File: src/rtl/tx_pend_sched.sv
// Per-flow TX pending-work tracker and round-robin flow scheduler for the TX engine.
// Optional dequeue statistics are compiled in with `define TX_SCHED_STATS_EN.

package tcp_pkg;
    localparam int MAX_TCP_FLOWS = 16;
    localparam int FLOWID_W      = $clog2(MAX_TCP_FLOWS);

    localparam logic [1:0] SCHED_NOP   = 2'd0;
    localparam logic [1:0] SCHED_SET   = 2'd1;
    localparam logic [1:0] SCHED_CLEAR = 2'd2;

    typedef struct packed {
        logic [1:0]  cmd;
        logic [31:0] timestamp;
    } sched_set_clear_struct;

    typedef struct packed {
        logic [FLOWID_W-1:0]   flowid;
        sched_set_clear_struct ack_pend_set_clear;
        sched_set_clear_struct data_pend_set_clear;
        sched_set_clear_struct rt_pend_set_clear;
    } sched_cmd_struct;
endpackage

module tx_pend_sched
    import tcp_pkg::*;
#(
    parameter int NUM_FLOWS = MAX_TCP_FLOWS
) (
    input  logic                clk,
    input  logic                rst,

    input  logic                src0_tx_sched_cmd_val,
    input  sched_cmd_struct     src0_tx_sched_cmd_data,
    output logic                tx_sched_src0_cmd_rdy,

    input  logic                src1_tx_sched_cmd_val,
    input  sched_cmd_struct     src1_tx_sched_cmd_data,
    output logic                tx_sched_src1_cmd_rdy,

    output logic                tx_sched_tx_eng_val,
    output logic [FLOWID_W-1:0] tx_sched_tx_eng_flowid,
    output logic                tx_sched_tx_eng_ack_pend,
    output logic                tx_sched_tx_eng_data_pend,
    output logic                tx_sched_tx_eng_rt_pend,
    input  logic                tx_eng_tx_sched_rdy
`ifdef TX_SCHED_STATS_EN
    ,
    output logic [31:0]         tx_sched_deq_cnt,
    output logic [31:0]         tx_sched_rt_deq_cnt
`endif
);

    localparam logic [0:0] ST_SCAN   = 1'b0;
    localparam logic [0:0] ST_OUTPUT = 1'b1;

    logic [0:0]           state;
    logic [FLOWID_W-1:0]  scan_idx;

    logic [NUM_FLOWS-1:0] ack_pend;
    logic [NUM_FLOWS-1:0] data_pend;
    logic [NUM_FLOWS-1:0] rt_pend;
    logic [NUM_FLOWS-1:0] ack_pend_nxt;
    logic [NUM_FLOWS-1:0] data_pend_nxt;
    logic [NUM_FLOWS-1:0] rt_pend_nxt;

    logic                 cmd_val;
    sched_cmd_struct      cmd;
    logic                 deq_fire;
    logic                 scan_hit;
    logic                 unused_timestamps;

    function automatic logic [FLOWID_W-1:0] idx_inc(input logic [FLOWID_W-1:0] idx);
        if (idx == FLOWID_W'(NUM_FLOWS - 1)) begin
            return '0;
        end
        return idx + 1'b1;
    endfunction

    // Flow ids outside the tracked range are dropped rather than aliased.
    function automatic logic [NUM_FLOWS-1:0] apply_cmd(
        input logic [NUM_FLOWS-1:0] vec,
        input logic [1:0]           op,
        input logic [FLOWID_W-1:0]  flowid
    );
        logic [NUM_FLOWS-1:0] res;
        res = vec;
        if (int'(flowid) < NUM_FLOWS) begin
            case (op)
                SCHED_SET:   res[flowid] = 1'b1;
                SCHED_CLEAR: res[flowid] = 1'b0;
                default:     res = vec;
            endcase
        end
        return res;
    endfunction

    // Port 0 has fixed priority; port 1 only sees ready when port 0 is idle.
    assign tx_sched_src0_cmd_rdy = 1'b1;
    assign tx_sched_src1_cmd_rdy = ~src0_tx_sched_cmd_val;

    assign cmd_val = src0_tx_sched_cmd_val | src1_tx_sched_cmd_val;
    assign cmd     = src0_tx_sched_cmd_val ? src0_tx_sched_cmd_data : src1_tx_sched_cmd_data;

    assign unused_timestamps = ^{src0_tx_sched_cmd_data.ack_pend_set_clear.timestamp,
                                 src0_tx_sched_cmd_data.data_pend_set_clear.timestamp,
                                 src0_tx_sched_cmd_data.rt_pend_set_clear.timestamp,
                                 src1_tx_sched_cmd_data.ack_pend_set_clear.timestamp,
                                 src1_tx_sched_cmd_data.data_pend_set_clear.timestamp,
                                 src1_tx_sched_cmd_data.rt_pend_set_clear.timestamp};

    // Valid/ready: the flow and its flags are held from the cycle val rises
    // until the cycle in which val and rdy are both high; that cycle is the transfer.
    assign tx_sched_tx_eng_val = (state == ST_OUTPUT);
    assign deq_fire            = tx_sched_tx_eng_val & tx_eng_tx_sched_rdy;

    assign scan_hit = ack_pend[scan_idx] | data_pend[scan_idx] | rt_pend[scan_idx];

    // Dequeue clears go first so a same-cycle command for the same flow wins.
    always_comb begin
        ack_pend_nxt  = ack_pend;
        data_pend_nxt = data_pend;
        rt_pend_nxt   = rt_pend;
        if (deq_fire) begin
            if (tx_sched_tx_eng_ack_pend)  ack_pend_nxt[tx_sched_tx_eng_flowid]  = 1'b0;
            if (tx_sched_tx_eng_data_pend) data_pend_nxt[tx_sched_tx_eng_flowid] = 1'b0;
            if (tx_sched_tx_eng_rt_pend)   rt_pend_nxt[tx_sched_tx_eng_flowid]   = 1'b0;
        end
        if (cmd_val) begin
            ack_pend_nxt  = apply_cmd(ack_pend_nxt,  cmd.ack_pend_set_clear.cmd,  cmd.flowid);
            data_pend_nxt = apply_cmd(data_pend_nxt, cmd.data_pend_set_clear.cmd, cmd.flowid);
            rt_pend_nxt   = apply_cmd(rt_pend_nxt,   cmd.rt_pend_set_clear.cmd,   cmd.flowid);
        end
    end

    always_ff @(posedge clk) begin
        if (rst) begin
            state                     <= ST_SCAN;
            scan_idx                  <= '0;
            ack_pend                  <= '0;
            data_pend                 <= '0;
            rt_pend                   <= '0;
            tx_sched_tx_eng_flowid    <= '0;
            tx_sched_tx_eng_ack_pend  <= 1'b0;
            tx_sched_tx_eng_data_pend <= 1'b0;
            tx_sched_tx_eng_rt_pend   <= 1'b0;
        end else begin
            ack_pend  <= ack_pend_nxt;
            data_pend <= data_pend_nxt;
            rt_pend   <= rt_pend_nxt;
            case (state)
                ST_SCAN: begin
                    if (scan_hit) begin
                        tx_sched_tx_eng_flowid    <= scan_idx;
                        tx_sched_tx_eng_ack_pend  <= ack_pend[scan_idx];
                        tx_sched_tx_eng_data_pend <= data_pend[scan_idx];
                        tx_sched_tx_eng_rt_pend   <= rt_pend[scan_idx];
                        state                     <= ST_OUTPUT;
                    end else begin
                        scan_idx <= idx_inc(scan_idx);
                    end
                end
                ST_OUTPUT: begin
                    // Resuming past the serviced flow keeps the scan fair.
                    if (tx_eng_tx_sched_rdy) begin
                        scan_idx <= idx_inc(scan_idx);
                        state    <= ST_SCAN;
                    end
                end
                default: state <= ST_SCAN;
            endcase
        end
    end

`ifdef TX_SCHED_STATS_EN
    always_ff @(posedge clk) begin
        if (rst) begin
            tx_sched_deq_cnt    <= '0;
            tx_sched_rt_deq_cnt <= '0;
        end else if (deq_fire) begin
            tx_sched_deq_cnt <= tx_sched_deq_cnt + 32'd1;
            if (tx_sched_tx_eng_rt_pend) begin
                tx_sched_rt_deq_cnt <= tx_sched_rt_deq_cnt + 32'd1;
            end
        end
    end
`endif

endmodule

File: config.mk
export PLATFORM = sky130hd
export DESIGN_NAME = tx_pend_sched
export DESIGN_NICKNAME = d
export VERILOG_FILES = /design/src/rtl/tx_pend_sched.sv
export SDC_FILE = /design/constraint.sdc
export NUM_CORES = 1
export LEC_CHECK = 0
export BUFFER_PORTS_ARGS = -buffer_cell sky130_fd_sc_hd__buf_4
export CAP_MARGIN = 20
export CORE_MARGIN = 5
export CORE_UTILIZATION = 48
export CTS_BUF_LIST = sky130_fd_sc_hd__clkbuf_16
export CTS_CLUSTER_SIZE = 24
export DETAILED_ROUTE_END_ITERATION = 7
export MAX_ROUTING_LAYER = met4
export PLACE_DENSITY = 0.92
export RECOVER_POWER = 100
export SLEW_MARGIN = 5
export SYNTH_ARGS = -nofsm -noshare
export SYNTH_HDL_FRONTEND = slang
export SYNTH_SLANG_ARGS = --single-unit
File: constraint.sdc
create_clock -name clk -period 4.1 [get_ports clk]
set_input_delay 0.41 -clock clk [delete_from_list [all_inputs] [get_ports clk]]
set_output_delay 0.41 -clock clk [all_outputs]
set_load 0.005 [all_outputs]
==> reports/metrics.cfg <==
[run_status]
outcome=completed

[worst_setup_path]
arrival_ns=3.65
start_kind=register
worstPathMaxFanout=14
critPathKind=reg -> reg
critPathCaptureType=register
worstPathRequired_ns=4.38

[synth]
syn_avg_cell_area_um2=7.581
postSynthCellCount=509
ys_seq_elements=60
yosysSeqAreaShare_pct=31.13
synthArstFlopShare_pct=0
syn_nets=733
syn_area_um2=3859
synth_flop_cell=dfxtp_1
yosysUniqueCellTypes=41
yosysWarnings=0
synth-edff-count=0

[route]
wl_um=12260
wl_per_cell_um=19.77
route.detailed.drc=0
ant_nets=0
first_pass_iters=5
initialDrtViolationCount=545
vias_per_cell=6.884
num_vias=4268

[cts]
post_cts_resized=0
cts-root-buf=clkbuf_16
cts.path.max_buffers=2
cts_setup_buffers=0
clock_latency_ns=0.34
path_clk_slew_ns=0.06
ctsHoldBuffers=0
cts_tree=built
cts_buffers=9
h-tree-depth=3
cts.sinks=60

[cells_and_area]
stdcell_count=620
drive_gt1_share_pct=10.62
final_common_cell=o21ai_0
area_growth_pct=12.91
antenna_cells=0
final_nets=737
layout_common_cells=88 x o21ai_0, 60 x dfxtp_1, 59 x nor2_1

[pwr]
vdd_ir_drop_max_mv=0.2235
leakagePower_nw=1.718
power_density_nw_per_um2=451.8

[sta]
final-hold-violation-count=0
fmax_mhz=296.7
post-route-min-period_ns=3.370
tns_ns=0
clock_skew_ns=0.007520
rsz0062_at_grt=false
slew_violations=0
worstMarginPinSlew_ns=1.239
setup_ws_ns=0.7299
layout_worst_path_cycle_share_pct=82.20
setup_violations=0
slew_headroom_pct=17.39

[min_path]
holdCritPathClass=reg -> reg

[job]
drv_cap=0

[floorplan]
core_um2=7767
die_x_um=99.66
start_util_pct=49.68
io_pins=227
row_count=32
floorplan.die.height_um=99.66
die_area_um2=9932

[placed_design]
dp_hpwl_um=8005
portBuffers=33
post-place-ws_ns=1.219
gp_congestion=0.9887
placed_cells=601

[global_routing]
antenna_found_initial=0
grt-ovfl-total=0
first_global_vias=4160
grt_pass1_wl_um=19780
grt_usage_pct=25.65
grt_max_degree=56

## stage by stage
stage	utilization (%)	total power, W	hold slack, ns	cell area [um2]
after detailed placement	52.24	0.001163	0.5324	4058
after CTS	56.33	0.001963	0.5417	4375
after global placement	52.24	0.001142	0.5219	4058
after floorplan	-	0.001031	0.4657	3859
final	56.09	0.001968	0.5527	4357
after global routing	56.09	0.002047	0.5794	4357
## cell usage after synthesis (all sizes together) (5+ instances only)
cell,number,area share [%]
nand3,16,2.1
mux2i,17,4.4
buf,10,1.6
nand2b,5,0.81
a21oi,58,7.5
inv,12,1.2
nand2,33,3.2
ha,7,2.3
o21ai,100,13
dfxtp,60,31
nor2,59,5.8
mux4,8,4.7
nor2b,5,0.81
a31o,7,1.6
a2bb2oi,49,11
clkbuf,35,3.4
## layer usage
layer | wire, um | part of all wire [%] | GRT usage, %
met5 | 0 | 0 | -
met4 | 640 | 5.2 | 12.92
met3 | 1444 | 12 | 7.153
met2 | 5701 | 47 | 40.84
met1 | 4469 | 36 | 29.50
## logic make-up (layout without fill, tap and decap cells)
logic type | Yosys count | in the layout | synth area share, %
other | 1 | 1 | 0.09718
DFF | 60 | 60 | 31.13
adders and majority gates | 7 | 7 | 2.270
AOI/OAI and AO/OA | 225 | 225 | 35.64
muxes | 27 | 27 | 9.760
and+or+nand+nor | 131 | 131 | 14.88
buffers and inverters | 58 | 67 | 6.225
## power breakdown
part / switching [W] / internal, W
clock: 0.000286 / 0.000529
sequential: 0.0000922 / 0.000611
combinational: 0.000254 / 0.000197
total: 0.000632 / 0.00134
## final timing paths
path	start	endpoint	slack, ns	cells after the start
worst min-delay path	tx_sched_tx_eng_rt_pend	tx_sched_tx_eng_rt_pend	0.55	2
worst max-delay path	scan_idx[0]	tx_sched_tx_eng_ack_pend	0.73	6
worst max register to register	scan_idx[0]	tx_sched_tx_eng_ack_pend	0.73	6
worst min register to register	tx_sched_tx_eng_rt_pend	tx_sched_tx_eng_rt_pend	0.55	2
## state kept, by name, indices dropped and copies added (netlist names)
name                       flops
ack_pend                      16
scan_idx                       4
tx_sched_tx_eng_ack_pend       1
tx_sched_tx_eng_rt_pend        1
rt_pend                       16
tx_sched_tx_eng_data_pend      1
data_pend                     16
tx_sched_tx_eng_flowid         4
tx_sched_tx_eng_val            1
## worst max-delay path: stages (launching register included)
cell and delay (ns):
dfxtp_1 0.93, mux4_2 0.61, mux2_1 0.33, nor2_1 0.16, a2bb2oi_1 0.65, and2_0 0.42, a31o_1 0.21
## area by class of cell
type,count,area [um2]
clock inverters,7,92.59
flip-flops and latches,60,1201
fillers,711,3411
repair buffers,38,259.0
inverters,13,48.80
multi-input cells,391,2402
clock buffers,9,225.2
well taps,102,127.6
No activity file was read; power rests on OpenSTA's default activity.
